## config.mk

```make
export PLATFORM = sky130hd
export DESIGN_NAME = uart_rx_fifo
export DESIGN_NICKNAME = d
export VERILOG_FILES = /design/src/rtl/uart_rx_fifo_pkg.sv /design/src/rtl/uart_rx_fifo_mem.sv /design/src/rtl/uart_rx_fifo.sv
export SDC_FILE = /design/constraint.sdc
export NUM_CORES = 1
export LEC_CHECK = 0
export BUFFER_PORTS_ARGS = -buffer_cell sky130_fd_sc_hd__buf_2
export CAP_MARGIN = 0
export CORE_ASPECT_RATIO = 0.8
export CORE_UTILIZATION = 60
export DETAILED_ROUTE_END_ITERATION = 10
export GPL_ROUTABILITY_DRIVEN = 1
export HOLD_SLACK_MARGIN = 0.08
export PLACE_DENSITY = 0.84
export SLEW_MARGIN = 10
export SYNTH_ARGS = -nofsm -noshare
export SYNTH_HDL_FRONTEND = slang
export SYNTH_SLANG_ARGS = --single-unit
export TNS_END_PERCENT = 10
```

## constraint.sdc

```tcl
create_clock -name clk -period 3.5 [get_ports clk]
set_clock_uncertainty 0.1 [all_clocks]
set_input_delay 0.7 -clock clk [delete_from_list [all_inputs] [get_ports clk]]
set_output_delay 0.7 -clock clk [all_outputs]
set_load 0.01 [all_outputs]
```

## src/rtl/uart_rx_fifo_pkg.sv

```systemverilog
// Shared UART constants: receive-entry layout and default FIFO depth.
// Every UART block imports this package so the entry format is defined in one place.
package uart_rx_fifo_pkg;

    localparam int unsigned ENTRY_W       = 10;
    localparam int unsigned DATA_W        = 8;
    localparam int unsigned PARITY_BIT    = 8;
    localparam int unsigned FRAME_BIT     = 9;
    localparam int unsigned DEFAULT_DEPTH = 16;

    typedef logic [ENTRY_W-1:0] entry_t;

    function automatic entry_t pack_entry(input logic [DATA_W-1:0] data,
                                          input logic parity, input logic frame);
        return {frame, parity, data};
    endfunction

endpackage

```

## src/rtl/uart_rx_fifo_mem.sv

```systemverilog
// Entry storage for the UART receive FIFO: synchronous write, asynchronous read.
// Holds no reset; the control logic decides which slots are meaningful.
module uart_fifo_mem
    import uart_rx_fifo_pkg::*;
#(
    parameter int unsigned DEPTH = DEFAULT_DEPTH,
    parameter int unsigned WIDTH = ENTRY_W
) (
    input  logic                     clk,
    input  logic                     we,
    input  logic [$clog2(DEPTH)-1:0] waddr,
    input  logic [WIDTH-1:0]         wdata,
    input  logic [$clog2(DEPTH)-1:0] raddr,
    output logic [WIDTH-1:0]         rdata
);

    logic [WIDTH-1:0] mem [DEPTH];

    always_ff @(posedge clk) begin
        if (we) begin
            mem[waddr] <= wdata;
        end
    end

    assign rdata = mem[raddr];

endmodule

```

## src/rtl/uart_rx_fifo.sv

```systemverilog
// UART receive FIFO: queues each received byte with its parity/frame error flags,
// presenting the oldest entry first-word-fall-through, with a sticky overflow flag.
module uart_rx_fifo
    import uart_rx_fifo_pkg::*;
#(
    parameter int unsigned DEPTH = DEFAULT_DEPTH
) (
    input  logic                     clk,
    input  logic                     rst,
    input  logic [7:0]               data,
    input  logic                     error_parity,
    input  logic                     error_frame,
    input  logic                     newData,
    input  logic                     flush,
    input  logic                     rd_en,
    input  logic                     ov_clear,
    output logic [7:0]               data_out,
    output logic                     err_parity_out,
    output logic                     err_frame_out,
    output logic                     valid,
    output logic                     full,
    output logic [$clog2(DEPTH):0]   count,
    output logic                     overflow
);

    localparam int unsigned AW = $clog2(DEPTH);

    logic [AW-1:0] wr_ptr;
    logic [AW-1:0] rd_ptr;
    logic          pop;
    logic          push;
    logic          ov_set;
    logic          mem_we;
    entry_t        head;

    assign valid = (count != '0);
    assign full  = (count == (AW+1)'(DEPTH));
    assign pop   = rd_en && valid;
    // A same-cycle pop frees the slot, so a push into a full FIFO is still accepted.
    assign push  = newData && (!full || pop);
    assign ov_set = newData && full && !pop && !flush;
    assign mem_we = push && !flush && !rst;

    uart_fifo_mem #(
        .DEPTH (DEPTH),
        .WIDTH (ENTRY_W)
    ) u_mem (
        .clk   (clk),
        .we    (mem_we),
        .waddr (wr_ptr),
        .wdata (pack_entry(data, error_parity, error_frame)),
        .raddr (rd_ptr),
        .rdata (head)
    );

    always_ff @(posedge clk) begin
        if (rst) begin
            wr_ptr   <= '0;
            rd_ptr   <= '0;
            count    <= '0;
            overflow <= 1'b0;
        end else begin
            if (flush) begin
                wr_ptr <= '0;
                rd_ptr <= '0;
                count  <= '0;
            end else begin
                if (push) wr_ptr <= wr_ptr + 1'b1;
                if (pop)  rd_ptr <= rd_ptr + 1'b1;
                if (push && !pop)      count <= count + 1'b1;
                else if (pop && !push) count <= count - 1'b1;
            end
            // A fresh overflow wins over a coincident clear.
            if (ov_set)        overflow <= 1'b1;
            else if (ov_clear) overflow <= 1'b0;
        end
    end

    always_comb begin
        data_out       = '0;
        err_parity_out = 1'b0;
        err_frame_out  = 1'b0;
        if (valid) begin
            data_out       = head[DATA_W-1:0];
            err_parity_out = head[PARITY_BIT];
            err_frame_out  = head[FRAME_BIT];
        end
    end

endmodule

```

# Yosys cells after proc, flatten, opt, wreduce, memory -nomap -nowiden
# Memories as Yosys holds them, arrays and structs flattened. A register that Yosys moved wholly into a read port is not among the register bits.
# Cells that the tools add are included.
[op_classes] n_eq_ne=1 reduce_logical=19 mux=11 addsub=4
[op_table] op="$mux 5" n=2
[op_table] op="$logic_and 1x1->1" n=9
[op_table] op="$add 4x1->4 const B" n=2
[op_table] op="$mux 4" n=2
[op_table] op="$mux 8" n=1
[op_table] op="$mux 1" n=6
[op_table] op="$add 5x1->5 const B" n=1
[op_table] op="$eq 5x5->1 const B" n=1
[op_table] op="$logic_not 1->1" n=5
[op_table] op="$reduce_bool 5->1" n=1
[op_table] op="$sub 5x1->5 const B" n=1
[op_table] op="$reduce_bool 2->1" n=2
[op_table] op="$reduce_or 2->1" n=1
[op_table] op="$logic_or 1x1->1" n=1
[word_totals] in_bits=16 out_inout_bits=18 ff_bits=14 ramBits=160 elab_cells=40 n_memories=1
[memory_table] memory="u_mem.mem" depth=16 width=10 read_ports=1 rd_ports_with_merged_regs=1 wr=1 line_no="uart_rx_fifo_mem.sv:17" source="logic [WIDTH-1:0] mem [DEPTH];"

# Depth between registers and ports, before layout
# Gate-level depths: netlist (run 1).
[logic_depth] depth_word=8 ltp_mapped=11

# Cells and area by module
# From an unflattened synthesis (run 1), not the netlist that was laid out.
[unflattened] cells_unflattened=364 area_unflattened_um2=7008.0
[by_module_without_submodules] module="uart_fifo_mem" n_inst=1 cells_per_inst=269 area_each_um2=6153.4 seq_area_each_um2=4804.6
[by_module_without_submodules] module="uart_rx_fifo" n_inst=1 cells_per_inst=95 area_each_um2=854.6 seq_area_each_um2=280.3

# Least setup slack after synthesis (run 1)
# No wires, ideal clock.
[synth_path] kind="reg-to-reg" startpoint="register count[3]" endpoint="register count[4]" path_buffers=2 t_arrival_ns=2.692 path_stages_with_launch=11 synth_period_minus_slack_ns=2.864 setup_slack_ns=0.636 setup_time_ns=0.072 required_ns=3.328 cell_sequence="dfxtp_1 or4_4 o31a_1 buf_6 buf_8 ha_1 fa_1 nand2b_1 a21oi_1 mux2i_1 mux2i_1"
[synth_via] elab_chain_len=7 word_cells_on_any_way=15 cone_classes="add/sub (2); eq/ne (1); mux (2); reduce/logical (10)"
[synth_rtl] item="from (decl)" line_no="uart_rx_fifo.sv:22" source="output logic [$clog2(DEPTH):0] count,"
[synth_rtl] item="from (signal assigned)" line_no="uart_rx_fifo.sv:70" source="if (push && !pop) count <= count + 1'b1;"
[synth_rtl] item="from (signal assigned)" line_no="uart_rx_fifo.sv:71" source="else if (pop && !push) count <= count - 1'b1;"
[synth_rtl] item="parallel branches: the longest is 7 deep, another holds $sub 5x1->5"
# Several ways; the timed one is not identified. The select of a mux whose other input is x is not followed.
# A chain may end at the register's enable or synchronous reset.

==> results of run 1 <==
## placed cells by master, fill, tap and decap left out, drive strengths merged, types with 4 or more instances in the layout
cell type and instances:
a211oi 20, nor2b 10, clkinv 6, mux2i 15
a21oi 5, and3 14, mux4 40, nor2 20
edfxtp 160, xor2 4, dfxtp 18, inv 12
nand2 6, nand3 4, clkbuf 17, ha 9
buf 44
## through the flow
step	setup WS, ps	hold WS, ps	cells	util, %
floorplan	636	359	372	-
global placement	617	353	546	64.8
detailed placement	442	356	546	64.8
CTS	200	369	578	69.8
global route	147	382	578	69.8
finish	246	371	579	69.8
## worst paths after layout
kind / end / slack, ps / depth (start not counted)
min reg2reg: overflow / 370 / 2
max: data_out[2] / 250 / 5
max reg2reg: count[4] / 390 / 8
min: overflow / 370 / 2
## kinds of logic after synthesis
family | synth area share (%)
mux | 14.7
buf+inv | 1.86
flops | 72.4
xor+xnor | 0.614
simple gates | 5.37
compound gates | 3.16
fa+ha+maj | 1.86
## cell usage after synthesis (4+ instances only)
library cell / instances / area (um2)
edfxtp_1: 160 / 4800
mux4_2: 40 / 901
a211oi_1: 20 / 150
nor2_1: 20 / 75.1
dfxtp_1: 18 / 360
mux2i_1: 15 / 150
and3_2: 13 / 97.6
nor2b_1: 10 / 62.6
ha_1: 9 / 113
inv_1: 7 / 26.3
buf_2: 6 / 30.0
clkbuf_1: 6 / 22.5
nand2_1: 6 / 22.5
a21oi_1: 5 / 25.0
nand3_1: 4 / 20.0
xor2_1: 4 / 35.0
## final cells by class
type                            count  area [um2]  area share (%)
Sequential cell                   178        5170            64.0
Multi-Input combinational cell    169        1840            22.7
Clock buffer                       17         425            5.27
Timing Repair Buffer               44         273            3.38
Tap cell                          148         185            2.29
Clock inverter                     15         154            1.91
Inverter                            7        26.3           0.326
Antenna cell                        1        2.50          0.0310
## per-layer routing
metal	track usage [%]	routed length, um	vias up
met5	0	0	-
met4	7.42	231	0
met3	7.51	1010	23
met2	38.7	6850	161
met1	35.0	6020	1878
li1	-	-	1605
## power groups by stage
stage | clock (mW) | sequential [mW] | combinational (mW)
3_5_place_dp | 0 | 2.41 | 0.437
6_report | 1.86 | 2.36 | 0.441
2_1_floorplan | 0 | 2.40 | 0.275
3_3_place_gp | 0 | 2.40 | 0.419
4_1_cts | 1.87 | 2.36 | 0.441
5_1_grt | 1.95 | 2.36 | 0.482
## state kept, by name (all words and copies together) (netlist names), named ones only
signal     flops
u_mem.mem    160
count          5
rd_ptr         4
wr_ptr         4
overflow       1
## worst reg2reg max path: cells and delay by family (launching register included)
family	cells	cell delay, ps
AO/OA/AOI/OAI	2	660
multiplexers	2	440
flip-flops	1	370
AND/OR/NAND/NOR	2	740
adder cells (fa/ha/maj)	2	730
==> metrics.txt, run 1 <==
Worst EP required=2700 ps; LEAKAGE=2.67 nW; largest net degree at the start of global routing=31; post-CTS sizing=0; TritonRoute pass-1 iters=5; post-DP HPWL=8280 um; Gate power share=9.5%; I/O Pins=34; Root Buffer=clkbuf_16; Detailed Route WL=14100 um; Cell Area, Synth=7130 um2; Synth Warn #=0; Power per Cell Area=577 nW/um2; clk_lat worst skew=420 ps; Cells after Synth=372; RSZ-0062 raised after global routing=false; switching share of power=23.4%; Die W=124 um; via count=3667; share of cells above drive strength 1=30.9%; Sink Count=178; Post-Syn Nets=398; Starting Density=61.7%; GRT overflow=0; CP arrival=2450 ps; Max VDD drop=0.404 mV; IO Port Bufs=33; async set-or-reset flop fraction in the synthesized netlist=0%; Clk pwr share=39.9%; Tcrit/Tclk final=93.0%; Tmin final=3250 ps; Area growth syn-to-layout=13.1%; post-route ant nets=0; Hold Fails Final Rpt=0; routed vias/inst=6.33; Hold-fix buffers, CTS=0; Longest Clk Path Bufs=2; Cell Area, Placed=7490 um2; CP endpoint kind=primary output; critical path type=flip-flop to primary output; Max Clk Rate=0.307 GHz; RePlAce Congestion=0.748; Final Power=4.66 mW; Top FF cell, synth=edfxtp_1; hold wc startpoint=overflow; CTS buffer count=17; initial antenna violation count=1; Slowest Stage Delay on Critical Path=670 ps; number of global-route vias before repair=3624; FILL cells=691; first-pass GRT wire length=21100 um; syn_area_per_cell=19.2 um2; Initial DRC Count=354; Rows=35; Total GRT Usage=25.1%; synthesis-stage register bit count=178; Slew headroom=59.4%; core area=11600 um2; critical-path cell list=buf_4, mux4_2, mux2i_1, a211oi_1, buf_2; Least-Margin Pin Slew=607 ps; final instance area=8070 um2; Final Max Tran Viols=0; H-tree levels=4; Die ar.=12300 um2; CP max FO=15; Seq/Total Area, Yosys=72.4%; Worst path top cell family by delay=multiplexers; EDFF count, synth=160; status=finished, final reports clean; Final TNS setup=0 ps; count of buffer and inverter cells on the critical path=2; hold crit path type=flip-flop to flip-flop; final setup violation count=0; Distinct cells, synth=37; Post-CTS Setup Inserts=0; NetSw=1.09 mW; clock-pin slew on the worst setup and hold paths=60 ps; Layout Nets=443; Flop pwr share=50.6%; height of the die=99.5 um; crit start category=flip-flop; CTS tree=yes; CP max stage cell=dfxtp_2; Max-cap violations=0; Internal=3.57 mW; Avg WL per Cell=24.4 um; DRC violations left=0; worst r2r src=count[0]
(Power assumes the default switching activity.)
==> inputs of run 2 (changes only) <==
--- a/config.mk
+++ b/config.mk
@@ -9,6 +9,7 @@
 export CAP_MARGIN = 0
 export CORE_ASPECT_RATIO = 0.8
 export CORE_UTILIZATION = 60
+export CTS_BUF_LIST = sky130_fd_sc_hd__clkbuf_8
 export DETAILED_ROUTE_END_ITERATION = 10
 export GPL_ROUTABILITY_DRIVEN = 1
 export HOLD_SLACK_MARGIN = 0.08
==> run 2 against run 1 <==
  * Register-to-register slack about the same
  * Clock power decreased by 26%
  * Combinational power about the same
  * First-iteration DRC count decreased by 2.8%
  * Non-clock buffer count unchanged
  * Utilization decreased by 1.7 points
  * Fmax increased by 0.42%
  * Final cell count unchanged
  * Via count decreased by 1.9%
  * Die area unchanged
  * Setup slack improved by 14 ps
  * Sequential share of layout area increased by 1.6 points
  * Critical endpoint unchanged
  * Largest power group unchanged
==> metrics.txt, run 2 (same netlist as run 1, synthesis figures left out) <==
largest net degree at the start of global routing=31 (unchanged); R2R cell count=8 (unchanged); Total GRT Usage=24.0% (was 25.1%); DRC violations left=0 (unchanged); Root Buffer=clkbuf_8 (was clkbuf_16); Max Clk Rate=0.309 GHz (was 0.307 GHz); Hold Fails Final Rpt=0 (unchanged); CP endpoint kind=primary output (unchanged); max reg flops=160 (unchanged); post-DP HPWL=8280 um (unchanged); RSZ-0062 raised after global routing=false (unchanged); routed vias/inst=6.22 (was 6.33); Avg WL per Cell=23.4 um (was 24.4 um); number of global-route vias before repair=3666 (was 3624); CTS tree=yes (unchanged); most common cell after layout, fill and taps aside=edfxtp_1 (unchanged); CTS buffer count=17 (unchanged); TritonRoute pass-1 iters=4 (was 5); Hold Path Depth=2 (unchanged); Gate power share=10.5% (was 9.5%); Post-CTS Setup Inserts=0 (unchanged); post-CTS sizing=0 (unchanged); top sig layer=met4 (unchanged); critical path type=flip-flop to primary output (unchanged); Final TNS setup=0 ps (unchanged); Reg with most FFs=u_mem.mem (unchanged); Initial DRC Count=344 (was 354); share of cells above drive strength 1=30.9% (unchanged); Rows=35 (unchanged); Flop pwr share=56.5% (was 50.6%); NetSw=1.02 mW (was 1.09 mW); Die ar.=12300 um2 (unchanged); IO Port Bufs=33 (unchanged); hold wc startpoint=rst (was overflow); Detailed Route WL=13500 um (was 14100 um); switching share of power=24.4% (was 23.4%); wl on met1=5890 um (was 6020 um); status=finished, final reports clean (unchanged); Internal=3.15 mW (was 3.57 mW); first-pass GRT wire length=20400 um (was 21100 um); via count=3599 (was 3667); post-route ant nets=0 (unchanged); Die W=124 um (unchanged); worst r2r src=count[0] (unchanged); Longest Clk Path Bufs=2 (unchanged); met2 wire length=6520 um (was 6850 um); Max VDD drop=0.251 mV (was 0.404 mV); LEAKAGE=2.58 nW (was 2.67 nW); H-tree levels=4 (unchanged); Sink Count=178 (unchanged); Slew headroom=58.2% (was 59.4%); clock-pin slew on the worst setup and hold paths=90 ps (was 60 ps); Layout Nets=443 (unchanged); Max-cap violations=0 (unchanged); Least-Margin Pin Slew=625 ps (was 607 ps); Area growth syn-to-layout=10.4% (was 13.1%); crit start category=flip-flop (unchanged); GRT overflow=0 (unchanged); Tmin final=3240 ps (was 3250 ps); final setup violation count=0 (unchanged); RePlAce Congestion=0.748 (unchanged); reg2reg setup slack=400 ps (was 390 ps); height of the die=99.5 um (unchanged); Tcrit/Tclk final=92.6% (was 93.0%); Power per Cell Area=529 nW/um2 (was 577 nW/um2); core area=11600 um2 (unchanged); Clk pwr share=32.9% (was 39.9%); met3 wire length=885 um (was 1010 um); most frequent cells in the layout=edfxtp_1 (160), mux4_2 (40), buf_2 (33) (unchanged); clk_lat worst skew=440 ps (was 420 ps); CP max FO=15 (unchanged); initial antenna violation count=1 (unchanged); CP arrival=2440 ps (was 2450 ps); Largest regs=u_mem.mem x160, count x5 (unchanged); Final Max Tran Viols=0 (unchanged); Hold-fix buffers, CTS=0 (unchanged); Starting Density=61.7% (unchanged); Final Core Density=68.1% (was 69.8%); I/O Pins=34 (unchanged); Worst EP required=2700 ps (about the same); hold crit path type=input pin to flip-flop (was flip-flop to flip-flop)
run 2: per-stage QoR:
| stage | cell area [um2] | cells | worst slack [ps] | total power, mW | hold WS [ps] |
|---|---|---|---|---|---|
| 2_1_floorplan | 7130 | 372 | 636 | 2.67 | 359 |
| 3_3_place_gp | 7490 | 546 | 617 | 2.82 | 353 |
| 3_5_place_dp | 7490 | 546 | 442 | 2.84 | 356 |
| 4_1_cts | 7880 | 578 | 199 | 4.19 | 331 |
| 5_1_grt | 7880 | 578 | 83.4 | 4.31 | 348 |
| 6_report | 7880 | 579 | 259 | 4.17 | 354 |
run 2: worst max-delay path, cell delays in order, from the launching register on:
cell,delay [ps]
dfxtp_2,640
buf_4,290
mux4_2,510
mux2i_1,210
a211oi_1,150
buf_2,190
run 2: final cells by class:
cell class,count,area (um2)
timing repair buffer,44,273
clock inverter,15,154
sequential,178,5170
inverter,7,26.3
antenna,1,2.50
fill,719,3680
multi-input combinational,169,1840
clock buffer,17,234
tap,148,185
run 2: metal layers:
metal,track usage (%),vias to the layer above
met3,5.96,27
li1,-,1598
met4,8.06,0
met5,0,-
met2,37.3,155
met1,33.7,1819
run 2: power by group through the flow:
stage          Clock, mW  Combinational (mW)  Sequential, mW
2_1_floorplan          0               0.275            2.40
3_3_place_gp           0               0.419            2.40
3_5_place_dp           0               0.437            2.41
4_1_cts             1.39               0.438            2.36
5_1_grt             1.47               0.481            2.36
6_report            1.37               0.438            2.36
run 2: final timing paths:
check	endpoint
min reg2reg	overflow
max	data_out[2]
max reg2reg	count[4]
min	overflow
==> inputs of run 3 (changes only) <==
--- a/config.mk
+++ b/config.mk
@@ -8,12 +8,12 @@
 export BUFFER_PORTS_ARGS = -buffer_cell sky130_fd_sc_hd__buf_2
 export CAP_MARGIN = 0
 export CORE_ASPECT_RATIO = 0.8
-export CORE_UTILIZATION = 60
+export CORE_UTILIZATION = 55
 export CTS_BUF_LIST = sky130_fd_sc_hd__clkbuf_8
 export DETAILED_ROUTE_END_ITERATION = 10
 export GPL_ROUTABILITY_DRIVEN = 1
 export HOLD_SLACK_MARGIN = 0.08
-export PLACE_DENSITY = 0.84
+export PLACE_DENSITY = 0.79
 export SLEW_MARGIN = 10
 export SYNTH_ARGS = -nofsm -noshare
 export SYNTH_HDL_FRONTEND = slang
==> constraint.sdc (replaced) <==
create_clock -name clk -period 3.9 [get_ports clk]
set_clock_uncertainty 0.1 [all_clocks]
set_input_delay 0.78 -clock clk [delete_from_list [all_inputs] [get_ports clk]]
set_output_delay 0.78 -clock clk [all_outputs]
set_load 0.01 [all_outputs]
==> run 3 against run 2 <==
  * Register-to-register slack better by 460 ps
  * Non-clock buffer count shrank 2
  * Total power is 8.3% lower
  * Via count up 1.9%
  * Clock power fell by 4%
  * Sequential share of layout area fell by 0.35 points
  * Setup slack better by 260 ps
  * Combinational power decreased by 11%
  * Critical endpoint unchanged
  * Largest power group unchanged
==> metrics.txt, run 3 (same netlist as run 1, synthesis figures left out) <==
status=finished, final reports clean (unchanged); Post-CTS Setup Inserts=0 (unchanged); CP arrival=2500 ps (was 2440 ps); CP endpoint kind=primary output (unchanged); TritonRoute pass-1 iters=5 (was 4); most common cell after layout, fill and taps aside=edfxtp_1 (unchanged); Die ar.=13400 um2 (was 12300 um2); routed vias/inst=6.12 (was 6.22); Final Core Density=63.9% (was 68.1%); Die W=129 um (was 124 um); critical path type=flip-flop to primary output (unchanged); LEAKAGE=2.60 nW (was 2.58 nW); post-DP HPWL=8350 um (was 8280 um); Tcrit/Tclk final=86.8%; Max-cap violations=0 (unchanged); Root Buffer=clkbuf_8 (unchanged); largest net degree at the start of global routing=35 (was 31); Final Power=3.82 mW (was 4.17 mW); Detailed Route WL=13800 um (was 13500 um); Least-Margin Pin Slew=835 ps (was 625 ps); crit start category=flip-flop (unchanged); DRC violations left=0 (unchanged); Layout Nets=441 (was 443); worst r2r src=count[0] (unchanged); Power per Cell Area=483 nW/um2 (was 529 nW/um2); Max Clk Rate=0.295 GHz; fin cells=599 (was 579); Initial DRC Count=365 (was 344); hold crit path type=flip-flop to flip-flop (was input pin to flip-flop); RSZ-0062 raised after global routing=false (unchanged); Sink Count=178 (unchanged); most frequent cells in the layout=edfxtp_1 (160), mux4_2 (40), buf_2 (33) (unchanged); share of cells above drive strength 1=31.1% (was 30.9%); Hold-fix buffers, CTS=0 (unchanged); CTS buffer count=17 (unchanged); CP max FO=34 (was 15); via count=3667 (was 3599); max reg flops=160 (unchanged); CTS tree=yes (unchanged); dpl cells=567 (was 546); first-pass GRT wire length=21200 um (was 20400 um); IO Port Bufs=33 (unchanged); RePlAce Congestion=0.742 (was 0.748); Avg WL per Cell=23.0 um (was 23.4 um); Slew headroom=44.2% (was 58.2%); clk_lat worst skew=440 ps (about the same); Max VDD drop=0.232 mV (was 0.251 mV); Worst EP required=3020 ps (was 2700 ps); post-CTS sizing=0 (unchanged); Area growth syn-to-layout=11.0% (was 10.4%); I/O Pins=34 (unchanged); initial antenna violation count=0 (was 1); hold wc startpoint=overflow (was rst); Rows=36 (was 35); core area=12400 um2 (was 11600 um2); FILL cells=838 (was 719); height of the die=104 um (was 99.5 um); Largest regs=u_mem.mem x160, count x5 (unchanged); clock-pin slew on the worst setup and hold paths=90 ps (about the same); n_diodes=0 (was 1); number of global-route vias before repair=3714 (was 3666); Total GRT Usage=22.5% (was 24.0%); Final Max Tran Viols=0 (unchanged); final setup violation count=0 (unchanged); H-tree levels=4 (unchanged); Final TNS setup=0 ps (unchanged); Longest Clk Path Bufs=2 (unchanged); Hold Fails Final Rpt=0 (unchanged); Final Hold Slack=382 ps (was 354 ps); Tmin final=3380 ps; post-route ant nets=0 (unchanged); Starting Density=57.6% (was 61.7%); Reg with most FFs=u_mem.mem (unchanged); GRT overflow=0 (unchanged)
==> run 3: layout make-up <==
class	instances	area [um2]	share of cell area, %
Sequential cell	178	5170	65.2
Multi-Input combinational cell	169	1840	23.2
Clock inverter	12	151	1.91
Tap cell	171	214	2.70
Timing Repair Buffer	42	245	3.10
Clock buffer	20	275	3.48
Inverter	7	26.3	0.332
==> run 3: through the flow <==
stage	instance area, um2	setup WS, ps
after floorplan	7130	1040
after global placement	7490	972
after detailed placement	7490	871
after CTS	7920	480
after global routing	7920	394
final	7920	516
==> run 3: worst paths after layout <==
| kind | to | slack (ps) | cells past startpoint |
|---|---|---|---|
| setup / recovery | data_out[2] | 520 | 6 |
| hold / removal | overflow | 380 | 2 |
| setup reg to reg | count[4] | 860 | 8 |
| hold reg to reg | overflow | 380 | 2 |
==> run 3: layer usage <==
metal / share of wire, % / GRT usage [%] / wire (um)
met5: 0 / 0 / 0
met4: 2.4 / 8.49 / 331
met3: 6.7 / 5.25 / 920
met2: 47 / 33.8 / 6520
met1: 44 / 32.4 / 6000
==> run 3: critical path, cell delays in order, from the launching register on <==
cell and delay (ps):
dfxtp_2 500, buf_12 280, mux4_2 560, nor2b_1 150
a211oi_1 210, a211oi_1 120, buf_2 220
==> run 3: report_power, final <==
group | switching [mW] | internal, mW
registers | 0.0232 | 2.09
clock network | 0.630 | 0.688
logic | 0.229 | 0.161
